## src/rtl/csr_irq_file.sv

```systemverilog
// csr_irq_file: machine-mode CSR file with interrupt synchronisation,
// fixed-priority interrupt arbitration, vectored trap-target generation,
// trap/MRET status handling and mscratch.
// Optional 64-bit mcycle/minstret counters are compiled in when the
// macro CSR_COUNTERS_EN is defined; without it those addresses decode as
// unknown CSRs.
module csr_irq_file #(
  parameter int unsigned NUM_PLAT_IRQ = 4,
  parameter int unsigned SYNC_STAGES  = 2,
  parameter logic [31:0] MTVEC_RESET  = 32'h0000_0000,
  parameter logic [31:0] HART_ID      = 32'h0000_0000
) (
  input  logic                    clk,
  input  logic                    reset,
  input  logic                    csr_we,
  input  logic                    csr_re,
  input  logic [11:0]             csr_addr,
  input  logic [1:0]              csr_op,
  input  logic [31:0]             csr_wdata,
  output logic [31:0]             csr_rdata,
  output logic                    csr_illegal,
  input  logic                    trap_taken,
  input  logic [31:0]             trap_cause,
  input  logic [31:0]             trap_pc,
  input  logic                    mret_taken,
  input  logic                    instr_retire,
  input  logic                    ext_irq,
  input  logic                    timer_irq,
  input  logic [NUM_PLAT_IRQ-1:0] plat_irq,
  output logic                    irq_req,
  output logic [31:0]             irq_cause,
  output logic [31:0]             trap_target,
  output logic [31:0]             mepc_out,
  output logic                    global_int_enable
);

  // CSR addresses
  localparam logic [11:0] ADDR_MSTATUS  = 12'h300;
  localparam logic [11:0] ADDR_MIE      = 12'h304;
  localparam logic [11:0] ADDR_MTVEC    = 12'h305;
  localparam logic [11:0] ADDR_MSCRATCH = 12'h340;
  localparam logic [11:0] ADDR_MEPC     = 12'h341;
  localparam logic [11:0] ADDR_MCAUSE   = 12'h342;
  localparam logic [11:0] ADDR_MIP      = 12'h344;
  localparam logic [11:0] ADDR_MHARTID  = 12'hF14;
`ifdef CSR_COUNTERS_EN
  localparam logic [11:0] ADDR_MCYCLE    = 12'hB00;
  localparam logic [11:0] ADDR_MCYCLEH   = 12'hB80;
  localparam logic [11:0] ADDR_MINSTRET  = 12'hB02;
  localparam logic [11:0] ADDR_MINSTRETH = 12'hB82;
`endif

  // csr_op encodings
  localparam logic [1:0] OP_RW = 2'b01;
  localparam logic [1:0] OP_RS = 2'b10;
  localparam logic [1:0] OP_RC = 2'b11;

  // Interrupt line bundle: bit 0 timer, bit 1 external, bits 2.. platform
  localparam int unsigned NI = NUM_PLAT_IRQ + 2;

  // Writable bits of mie: MTIE, MEIE and the platform enables
  localparam logic [31:0] PLAT_MASK = ((32'h1 << NUM_PLAT_IRQ) - 32'h1) << 16;
  localparam logic [31:0] MIE_MASK  = 32'h0000_0880 | PLAT_MASK;

  // Architectural state
  logic        mstatus_mie_q, mstatus_mie_d;
  logic        mstatus_mpie_q, mstatus_mpie_d;
  logic [31:0] mtvec_q, mtvec_d;
  logic [31:0] mepc_q, mepc_d;
  logic [31:0] mcause_q, mcause_d;
  logic [31:0] mie_q, mie_d;
  logic [31:0] mip_q, mip_d;
  logic [31:0] mscratch_q, mscratch_d;

  // Interrupt synchroniser chain, one vector per stage
  logic [NI-1:0] irq_raw;
  logic [NI-1:0] sync_q [SYNC_STAGES];
  logic [NI-1:0] irq_synced;

  // Access decode
  logic        wr_req;
  logic        access;
  logic        addr_known;
  logic [31:0] rd_val;
  logic [31:0] wval;
  logic        wr_ok;
  logic        wr_mstatus, wr_mie, wr_mtvec, wr_mscratch, wr_mepc, wr_mcause;

  // Arbitration
  logic [4:0]  win_code;

  // ------------------------------------------------------------------
  // Interrupt input synchronisation
  // ------------------------------------------------------------------
  assign irq_raw    = {plat_irq, ext_irq, timer_irq};
  assign irq_synced = sync_q[SYNC_STAGES-1];

  // Shift raw interrupt levels through SYNC_STAGES flops
  always_ff @(posedge clk or posedge reset) begin
    if (reset) begin
      for (int s = 0; s < SYNC_STAGES; s++) begin
        sync_q[s] <= '0;
      end
    end else begin
      sync_q[0] <= irq_raw;
      for (int s = 1; s < SYNC_STAGES; s++) begin
        sync_q[s] <= sync_q[s-1];
      end
    end
  end

  // Map synchronised lines onto their mip bit positions
  always_comb begin
    mip_d     = '0;
    mip_d[7]  = irq_synced[0];
    mip_d[11] = irq_synced[1];
    mip_d[16 +: NUM_PLAT_IRQ] = irq_synced[NI-1:2];
  end

  // ------------------------------------------------------------------
  // Address decode and old-value read mux
  // ------------------------------------------------------------------
  assign wr_req = csr_we && (csr_op != 2'b00);
  assign access = csr_we || csr_re;

  // Select the current (pre-write) value of the addressed CSR
  always_comb begin
    addr_known = 1'b1;
    rd_val     = '0;
    case (csr_addr)
      ADDR_MSTATUS:  rd_val = {19'b0, 2'b11, 3'b0, mstatus_mpie_q, 3'b0, mstatus_mie_q, 3'b0};
      ADDR_MIE:      rd_val = mie_q;
      ADDR_MTVEC:    rd_val = mtvec_q;
      ADDR_MSCRATCH: rd_val = mscratch_q;
      ADDR_MEPC:     rd_val = mepc_q;
      ADDR_MCAUSE:   rd_val = mcause_q;
      ADDR_MIP:      rd_val = mip_q;
      ADDR_MHARTID:  rd_val = HART_ID;
`ifdef CSR_COUNTERS_EN
      ADDR_MCYCLE:    rd_val = g_cnt[0].cnt_q[31:0];
      ADDR_MCYCLEH:   rd_val = g_cnt[0].cnt_q[63:32];
      ADDR_MINSTRET:  rd_val = g_cnt[1].cnt_q[31:0];
      ADDR_MINSTRETH: rd_val = g_cnt[1].cnt_q[63:32];
`endif
      default:       addr_known = 1'b0;
    endcase
  end

  // Unknown addresses are illegal on any access; mhartid is the only
  // known read-only CSR, so a real write to it is illegal too.
  assign csr_illegal = (access && !addr_known) ||
                       (wr_req && (csr_addr == ADDR_MHARTID));

  assign csr_rdata = (csr_re && !csr_illegal) ? rd_val : 32'h0;

  // Apply the read-modify-write operation to the old value
  always_comb begin
    case (csr_op)
      OP_RW:   wval = csr_wdata;
      OP_RS:   wval = rd_val | csr_wdata;
      OP_RC:   wval = rd_val & ~csr_wdata;
      default: wval = rd_val;
    endcase
  end

  assign wr_ok       = wr_req && !csr_illegal;
  assign wr_mstatus  = wr_ok && (csr_addr == ADDR_MSTATUS);
  assign wr_mie      = wr_ok && (csr_addr == ADDR_MIE);
  assign wr_mtvec    = wr_ok && (csr_addr == ADDR_MTVEC);
  assign wr_mscratch = wr_ok && (csr_addr == ADDR_MSCRATCH);
  assign wr_mepc     = wr_ok && (csr_addr == ADDR_MEPC);
  assign wr_mcause   = wr_ok && (csr_addr == ADDR_MCAUSE);

  // ------------------------------------------------------------------
  // Next-state logic
  // ------------------------------------------------------------------

  // mstatus: trap entry beats MRET beats a software write
  always_comb begin
    mstatus_mie_d  = mstatus_mie_q;
    mstatus_mpie_d = mstatus_mpie_q;
    if (trap_taken) begin
      mstatus_mpie_d = mstatus_mie_q;
      mstatus_mie_d  = 1'b0;
    end else if (mret_taken) begin
      mstatus_mie_d  = mstatus_mpie_q;
      mstatus_mpie_d = 1'b1;
    end else if (wr_mstatus) begin
      mstatus_mie_d  = wval[3];
      mstatus_mpie_d = wval[7];
    end
  end

  // mepc/mcause: trap entry wins over a same-cycle software write;
  // mepc is always kept word aligned.
  always_comb begin
    mepc_d   = mepc_q;
    mcause_d = mcause_q;
    if (trap_taken) begin
      mepc_d   = trap_pc & ~32'h3;
      mcause_d = trap_cause;
    end else begin
      if (wr_mepc) begin
        mepc_d = wval & ~32'h3;
      end
      if (wr_mcause) begin
        mcause_d = wval;
      end
    end
  end

  // Registers only reachable through software writes
  always_comb begin
    mie_d      = wr_mie ? (wval & MIE_MASK) : mie_q;
    mscratch_d = wr_mscratch ? wval : mscratch_q;
    mtvec_d    = mtvec_q;
    if (wr_mtvec) begin
      // MODE 2/3 are reserved and collapse to direct mode
      mtvec_d = {wval[31:2], 1'b0, wval[0] & ~wval[1]};
    end
  end

  // State registers
  always_ff @(posedge clk or posedge reset) begin
    if (reset) begin
      mstatus_mie_q  <= 1'b0;
      mstatus_mpie_q <= 1'b0;
      mtvec_q        <= {MTVEC_RESET[31:2], 1'b0, MTVEC_RESET[0] & ~MTVEC_RESET[1]};
      mepc_q         <= '0;
      mcause_q       <= '0;
      mie_q          <= '0;
      mip_q          <= '0;
      mscratch_q     <= '0;
    end else begin
      mstatus_mie_q  <= mstatus_mie_d;
      mstatus_mpie_q <= mstatus_mpie_d;
      mtvec_q        <= mtvec_d;
      mepc_q         <= mepc_d;
      mcause_q       <= mcause_d;
      mie_q          <= mie_d;
      mip_q          <= mip_d;
      mscratch_q     <= mscratch_d;
    end
  end

  // ------------------------------------------------------------------
  // Optional 64-bit counters: index 0 = mcycle, index 1 = minstret
  // ------------------------------------------------------------------
`ifdef CSR_COUNTERS_EN
  logic [1:0] cnt_inc;
  assign cnt_inc = {instr_retire, 1'b1};

  for (genvar gi = 0; gi < 2; gi++) begin : g_cnt
    localparam logic [11:0] LO_ADDR = (gi == 0) ? ADDR_MCYCLE : ADDR_MINSTRET;
    localparam logic [11:0] HI_ADDR = (gi == 0) ? ADDR_MCYCLEH : ADDR_MINSTRETH;
    logic [63:0] cnt_q, cnt_d;
    logic        wr_lo, wr_hi;

    assign wr_lo = wr_ok && (csr_addr == LO_ADDR);
    assign wr_hi = wr_ok && (csr_addr == HI_ADDR);

    // A half-write replaces that half and skips this cycle's increment
    always_comb begin
      cnt_d = cnt_q;
      if (wr_lo) begin
        cnt_d[31:0] = wval;
      end else if (wr_hi) begin
        cnt_d[63:32] = wval;
      end else if (cnt_inc[gi]) begin
        cnt_d = cnt_q + 64'd1;
      end
    end

    // Counter register
    always_ff @(posedge clk or posedge reset) begin
      if (reset) begin
        cnt_q <= '0;
      end else begin
        cnt_q <= cnt_d;
      end
    end
  end
`endif

  // ------------------------------------------------------------------
  // Interrupt arbitration and trap target
  // ------------------------------------------------------------------

  // Fixed priority: MEI > MTI > plat[0] > ... > plat[N-1]; scan from the
  // lowest priority upward so the highest pending source wins.
  always_comb begin
    win_code = 5'd0;
    for (int i = NUM_PLAT_IRQ - 1; i >= 0; i--) begin
      if (mip_q[16+i] && mie_q[16+i]) begin
        win_code = 5'(16 + i);
      end
    end
    if (mip_q[7] && mie_q[7]) begin
      win_code = 5'd7;
    end
    if (mip_q[11] && mie_q[11]) begin
      win_code = 5'd11;
    end
  end

  assign irq_req   = mstatus_mie_q && (|(mip_q & mie_q));
  assign irq_cause = irq_req ? {1'b1, 26'b0, win_code} : 32'h0;

  // Vectored mode only applies to interrupts; everything else goes to BASE
  always_comb begin
    if ((mtvec_q[1:0] == 2'b01) && trap_cause[31]) begin
      trap_target = {mtvec_q[31:2], 2'b00} + {trap_cause[29:0], 2'b00};
    end else begin
      trap_target = {mtvec_q[31:2], 2'b00};
    end
  end

  assign mepc_out          = mepc_q;
  assign global_int_enable = mstatus_mie_q;

endmodule
```

## config.mk

```make
export PLATFORM = sky130hd
export DESIGN_NAME = csr_irq_file
export DESIGN_NICKNAME = d
export VERILOG_FILES = /design/src/rtl/csr_irq_file.sv
export SDC_FILE = /design/constraint.sdc
export NUM_CORES = 1
export LEC_CHECK = 0
export CAP_MARGIN = 20
export CORE_MARGIN = 8
export CORE_UTILIZATION = 45
export CTS_CLUSTER_DIAMETER = 100
export DETAILED_ROUTE_END_ITERATION = 8
export GPL_TIMING_DRIVEN = 0
export HOLD_SLACK_MARGIN = 0.05
export PLACE_DENSITY = 0.74
export SLEW_MARGIN = 0
export SYNTH_ARGS = -nofsm -noshare
export SYNTH_HDL_FRONTEND = slang
export SYNTH_SLANG_ARGS = --single-unit
```

## constraint.sdc

```tcl
create_clock -name clk -period 7.42 [get_ports clk]
set_clock_uncertainty 0.2 [all_clocks]
set_input_delay 1.484 -clock clk [delete_from_list [all_inputs] [get_ports clk]]
set_output_delay 1.484 -clock clk [all_outputs]
set_load 0.05 [all_outputs]
```

# Word-level counts from Yosys, hierarchy flattened
# Index checks and enable logic that the tools add are counted.
dict set report totals {
  elab_cells 79
  ff_bits 153
}
dict set report classes {
  bitwise 6
  n_eq_ne 11
  n_mux 22
  n_addsub 1
  n_reduce_logical 29
}
# cell count
set op_table {}
lappend op_table {{$mux W32} 7}
lappend op_table {{$pmux W32 S7} 1}
lappend op_table {{$pmux W32 S3} 1}
lappend op_table {{$eq A12 B10 Y1 const B} 7}
lappend op_table {{$add A32 B32 Y32} 1}
lappend op_table {{$and A32 B32 Y32} 1}
lappend op_table {{$not A32 Y32} 1}
lappend op_table {{$or A32 B32 Y32} 1}
lappend op_table {{$reduce_or A32 Y1} 1}
lappend op_table {{$mux W5} 6}
lappend op_table {{$and A20 B20 Y20} 1}
lappend op_table {{$logic_and A1 B1 Y1} 19}
lappend op_table {{$eq A12 B12 Y1 const B} 1}
lappend op_table {{$reduce_or A8 Y1} 1}
lappend op_table {{$mux W1} 7}
lappend op_table {{$reduce_bool A2 Y1} 3}
lappend op_table {{$eq A2 B2 Y1 const B} 2}
lappend op_table {{$reduce_bool A3 Y1} 1}
lappend op_table {{$eq A2 B1 Y1 const B} 1}
lappend op_table {{$logic_not A1 Y1} 2}
lappend op_table {{$logic_or A1 B1 Y1} 2}
lappend op_table {{$and A1 B1 Y1} 1}
lappend op_table {{$not A1 Y1} 1}

# Depth between registers and ports, before layout
dict set report depth {
  ltp_word 12
  depth_mapped 12
  ltp_nobuf 12
}

# Worst setup path before layout
# OpenSTA, ideal clock, no wires.
dict set report synth_path {
  path_kind {input to output}
  startpoint {input trap_cause[6]}
  endpoint {output trap_target[25]}
  setup_slack_ns 1.355
  t_required_ns 5.736
  n_path_buf 0
  path_stages 10
  t_arrival_ns 4.381
  path_cell_list {ha_1 a21o_1 a31oi_1 o21bai_1 a211o_1 a221oi_2 nor2_1 a211oi_1 xor2_1 o21ai_0}
}
dict set report synth_via {
  elab_chain_cells 2
}
# element line
set synth_rtl {}
lappend synth_rtl {{from (decl)} 23} ;# input logic [31:0] trap_cause,
lappend synth_rtl {{$add A32 B32 Y32} 312} ;# trap_target = {mtvec_q[31:2], 2'b00} + {trap_cause[29:0], 2'b00};
lappend synth_rtl {{$mux W32} 311} ;# if ((mtvec_q[1:0] == 2'b01) && trap_cause[31]) begin
lappend synth_rtl {{to (decl)} 32} ;# output logic [31:0] trap_target,
# Every way passes these cells.

# Final worst setup path
dict set report layout_path {
  startpoint {input trap_cause[6]}
  endpoint {output trap_target[31]}
}
# The elaborated chain is that of the path after synthesis.

==> reports/results.ini <==
[setup_path]
endpoint = trap_target[31]
rrSetupSlack_ps = 5270
crit_start = trap_cause[6]
regToRegEndpoint = mepc_out[7]$_DFFE_PP0P_
crit_fanout = 6
path_class = primary input to primary output
cp-start-kind = primary input
crit_required_ps = 5740
arrival_ps = 5510
r2r_cells = 5
cp-end-kind = primary output
r2r_start = mtvec_q[7]$_DFFE_PP0P_

[cells_and_area]
drive_gt1_share_pct = 8.17
antennaDiodeCount = 0
fin_util_pct = 60.9
nNetsFinal = 1645
area_delta_synth_final_pct = 32.9
fill_cells = 1950
stdcell_area_mm2 = 0.0132

[pwr]
ir_drop_mv = 0.140
powerDensity_mw_per_mm2 = 168
p_leak_uw = 0.00549

[drt]
viasPerCell = 6.18
routedWlPerCell_um = 22.9
postRouteAntennaNets = 0
drc = 0
wirelength_um = 40900
first_iter_violations = 1275
firstDrtPassIters = 7
via_count = 11000

[yosys]
yosys_most_used_dff = dfrtp_1
yosysSeqAreaShare_pct = 37.9
syn_area_per_cell_um2 = 8.12
netlist-cell-type-count = 61
synth-edff-count = 0
syn-instance-count = 1227
synthArstFlopShare_pct = 100
netlist_area_mm2 = 0.00997
yosysWarnings = 0
ys_ff_latch = 151

[timing]
post-route-period-util_pct = 96.9
slew_headroom_pct = 37.0
hold_ws_ps = 151
hold_viol = 0
tns_ps = 0
setup-violations-final = 0
tightest_slew_ps = 946
slew_viol_final = 0
rsz0062_at_grt = false
period_minus_slack_ps = 7190
max_freq_mhz = 139

[placed_design]
dpl.hpwl_um = 30800
io_buffers = 216
place.gp.congestion = 0.954
dpl_cell_area_mm2 = 0.0126

[clock_tree]
cts.clk_slew.worst_paths_ps = 70
root_buffer = clkbuf_16
cts_hold_buf = 0
tritoncts = yes
clock_sinks = 151
htreeDepth = 4
cts_setup_buffers = 0
post_cts_resized = 0
numCtsBuffers = 17
cts_buffer_depth = 2
insertion_delay_ps = 440

[global_route]
grt_start_max_net_pins = 89
grt_pass1_wl_um = 62300
grt_pass1_vias = 10700
grt_usage_pct = 29.7
grt_overflow = 0
antenna_found_initial = 0

[floorplan]
fp-row-count = 54
start_util_pct = 45.8
die_area_mm2 = 0.0272
core_mm2 = 0.0218
dieHeight_um = 165
die_w_um = 165
ioPinCount = 254

[hold_path]
hp-class = register to register

[status]
status = finished clean

[flow_run]
cap_viol_max_count = 0

==> sequential cells by signal (all words and copies together) (netlist names) <==
name,cells
mie_q,6
mscratch_q,32
mtvec_q,31
irq_synced,6
global_int_enable,1
mip_q,6
mcause_q,32
sync_q,6
mepc_out,30
mstatus_mpie_q,1
==> report_power, final <==
group	internal, uW	switching [uW]
clock	490	439
combinational	151	253
sequential	859	29.7
==> how the worst min path moves through the flow <==
| stage | from | endpoint | slack [ps] | cells after the start |
|---|---|---|---|---|
| 2_1_floorplan | sync_q[6]$_DFF_PP0_ | irq_synced[0]$_DFF_PP0_ | 130 | 0 |
| 3_3_place_gp | irq_synced[1]$_DFF_PP0_ | mip_q[11]$_DFF_PP0_ | 130 | 0 |
| 3_5_place_dp | sync_q[7]$_DFF_PP0_ | irq_synced[1]$_DFF_PP0_ | 140 | 0 |
| 4_1_cts | sync_q[7]$_DFF_PP0_ | irq_synced[1]$_DFF_PP0_ | 150 | 0 |
| 5_1_grt | sync_q[7]$_DFF_PP0_ | irq_synced[1]$_DFF_PP0_ | 160 | 0 |
| 6_report | sync_q[7]$_DFF_PP0_ | irq_synced[1]$_DFF_PP0_ | 150 | 0 |
==> worst max-delay path: stages <==
cell	delay [ps]
clkdlybuf4s50_1	490
ha_1	410
a21o_1	190
a31oi_1	250
o21bai_1	130
a211o_1	310
a221oi_2	350
o21ai_0	220
a41oi_1	400
mux2i_1	280
xnor2_1	160
clkdlybuf4s50_1	840
==> synth_stat cells, types with 3 or more instances <==
library cell    n  share of area (%)
and2_1          8               0.50
a22oi_1        50                3.8
a222oi_1        4               0.40
a311oi_2       18                2.7
o31ai_1         6               0.45
a31oi_1        33                2.1
o21ai_0       133                6.7
ha_1           29                3.6
a311oi_1        5               0.44
nor3_1          6               0.30
dfrtp_1       151                 38
nand4_1         3               0.19
xnor2_1        19                1.7
o21bai_1        3               0.23
o21a_1          9               0.68
a22o_1          4               0.35
buf_2          20                1.0
nand2b_1        7               0.44
xor2_1         13                1.1
nand2_1       235                8.8
mux2_2          5               0.56
o21ai_1        38                1.9
mux2i_1         8               0.80
nor2_1         92                3.5
buf_4          35                2.6
nand3_1        10               0.50
and3_1         11               0.69
inv_1          15               0.56
clkbuf_1       56                2.1
o2111ai_1       5               0.44
a221oi_1        6               0.53
a21oi_1       109                5.5
a41oi_1         3               0.26
a21o_1         19                1.4
a211oi_1       27                2.0
==> stage by stage <==
step	instances	power (uW)	setup slack, ps
after CTS	1785	2220	306
after global routing	1785	2290	74.1
after detailed placement	1753	1300	381
after floorplan	1256	1130	1350
after global placement	1752	1290	-546
final	1785	2220	229
==> logic make-up (layout without fill, tap and decap cells) <==
logic type / count (synthesis) / count (layout) / share of synthesized area, %
buf+inv: 130 / 379 / 6.61
compound gates: 482 / 482 / 30.8
xor+xnor: 32 / 32 / 2.81
simple gates: 388 / 388 / 16.6
fa+ha+maj: 30 / 30 / 3.84
other cells: 1 / 30 / 0.0376
flops: 151 / 151 / 37.9
mux: 13 / 13 / 1.37
==> area by class of cell <==
| type | count | area [um^2] | area share [%] |
|---|---|---|---|
| Buffer | 114 | 599 | 4.52 |
| Clock buffer | 17 | 425 | 3.21 |
| Clock inverter | 15 | 199 | 1.50 |
| Inverter | 16 | 65.1 | 0.491 |
| Multi-Input combinational cell | 975 | 5640 | 42.6 |
| Sequential cell | 151 | 3780 | 28.5 |
| Tap cell | 280 | 350 | 2.64 |
| Timing Repair Buffer | 217 | 2190 | 16.5 |
==> cell usage in the layout, fill, tap and decap left out, types with 9 or more instances in the layout <==
cell type | Yosys | routed
o21ai_0 | 133 | 133
buf_4 | 35 | 35
clkbuf_1 | 56 | 56
a21o_1 | 19 | 19
clkdlybuf4s50_1 | 0 | 216
a311oi_2 | 18 | 18
dfrtp_1 | 151 | 151
xor2_1 | 13 | 13
conb_1 | 1 | 30
buf_2 | 20 | 20
clkbuf_16 | 0 | 17
o21ai_1 | 38 | 38
nor2_1 | 92 | 92
a31oi_1 | 33 | 33
o21a_1 | 9 | 9
nand2_1 | 235 | 235
a21oi_1 | 109 | 109
and3_1 | 11 | 11
nand3_1 | 10 | 10
a22oi_1 | 50 | 50
inv_1 | 15 | 14
xnor2_1 | 19 | 19
a211oi_1 | 27 | 27
ha_1 | 29 | 29
==> per-layer routing <==
layer,vias up,track usage (%),routed length [um]
li1,4916,-,-
met1,5258,39.5,16300
met2,766,45.0,18100
met3,98,7.30,5000
met4,0,13.6,1550
met5,-,0,0
Note: power is estimated with default switching activity, not from simulation.
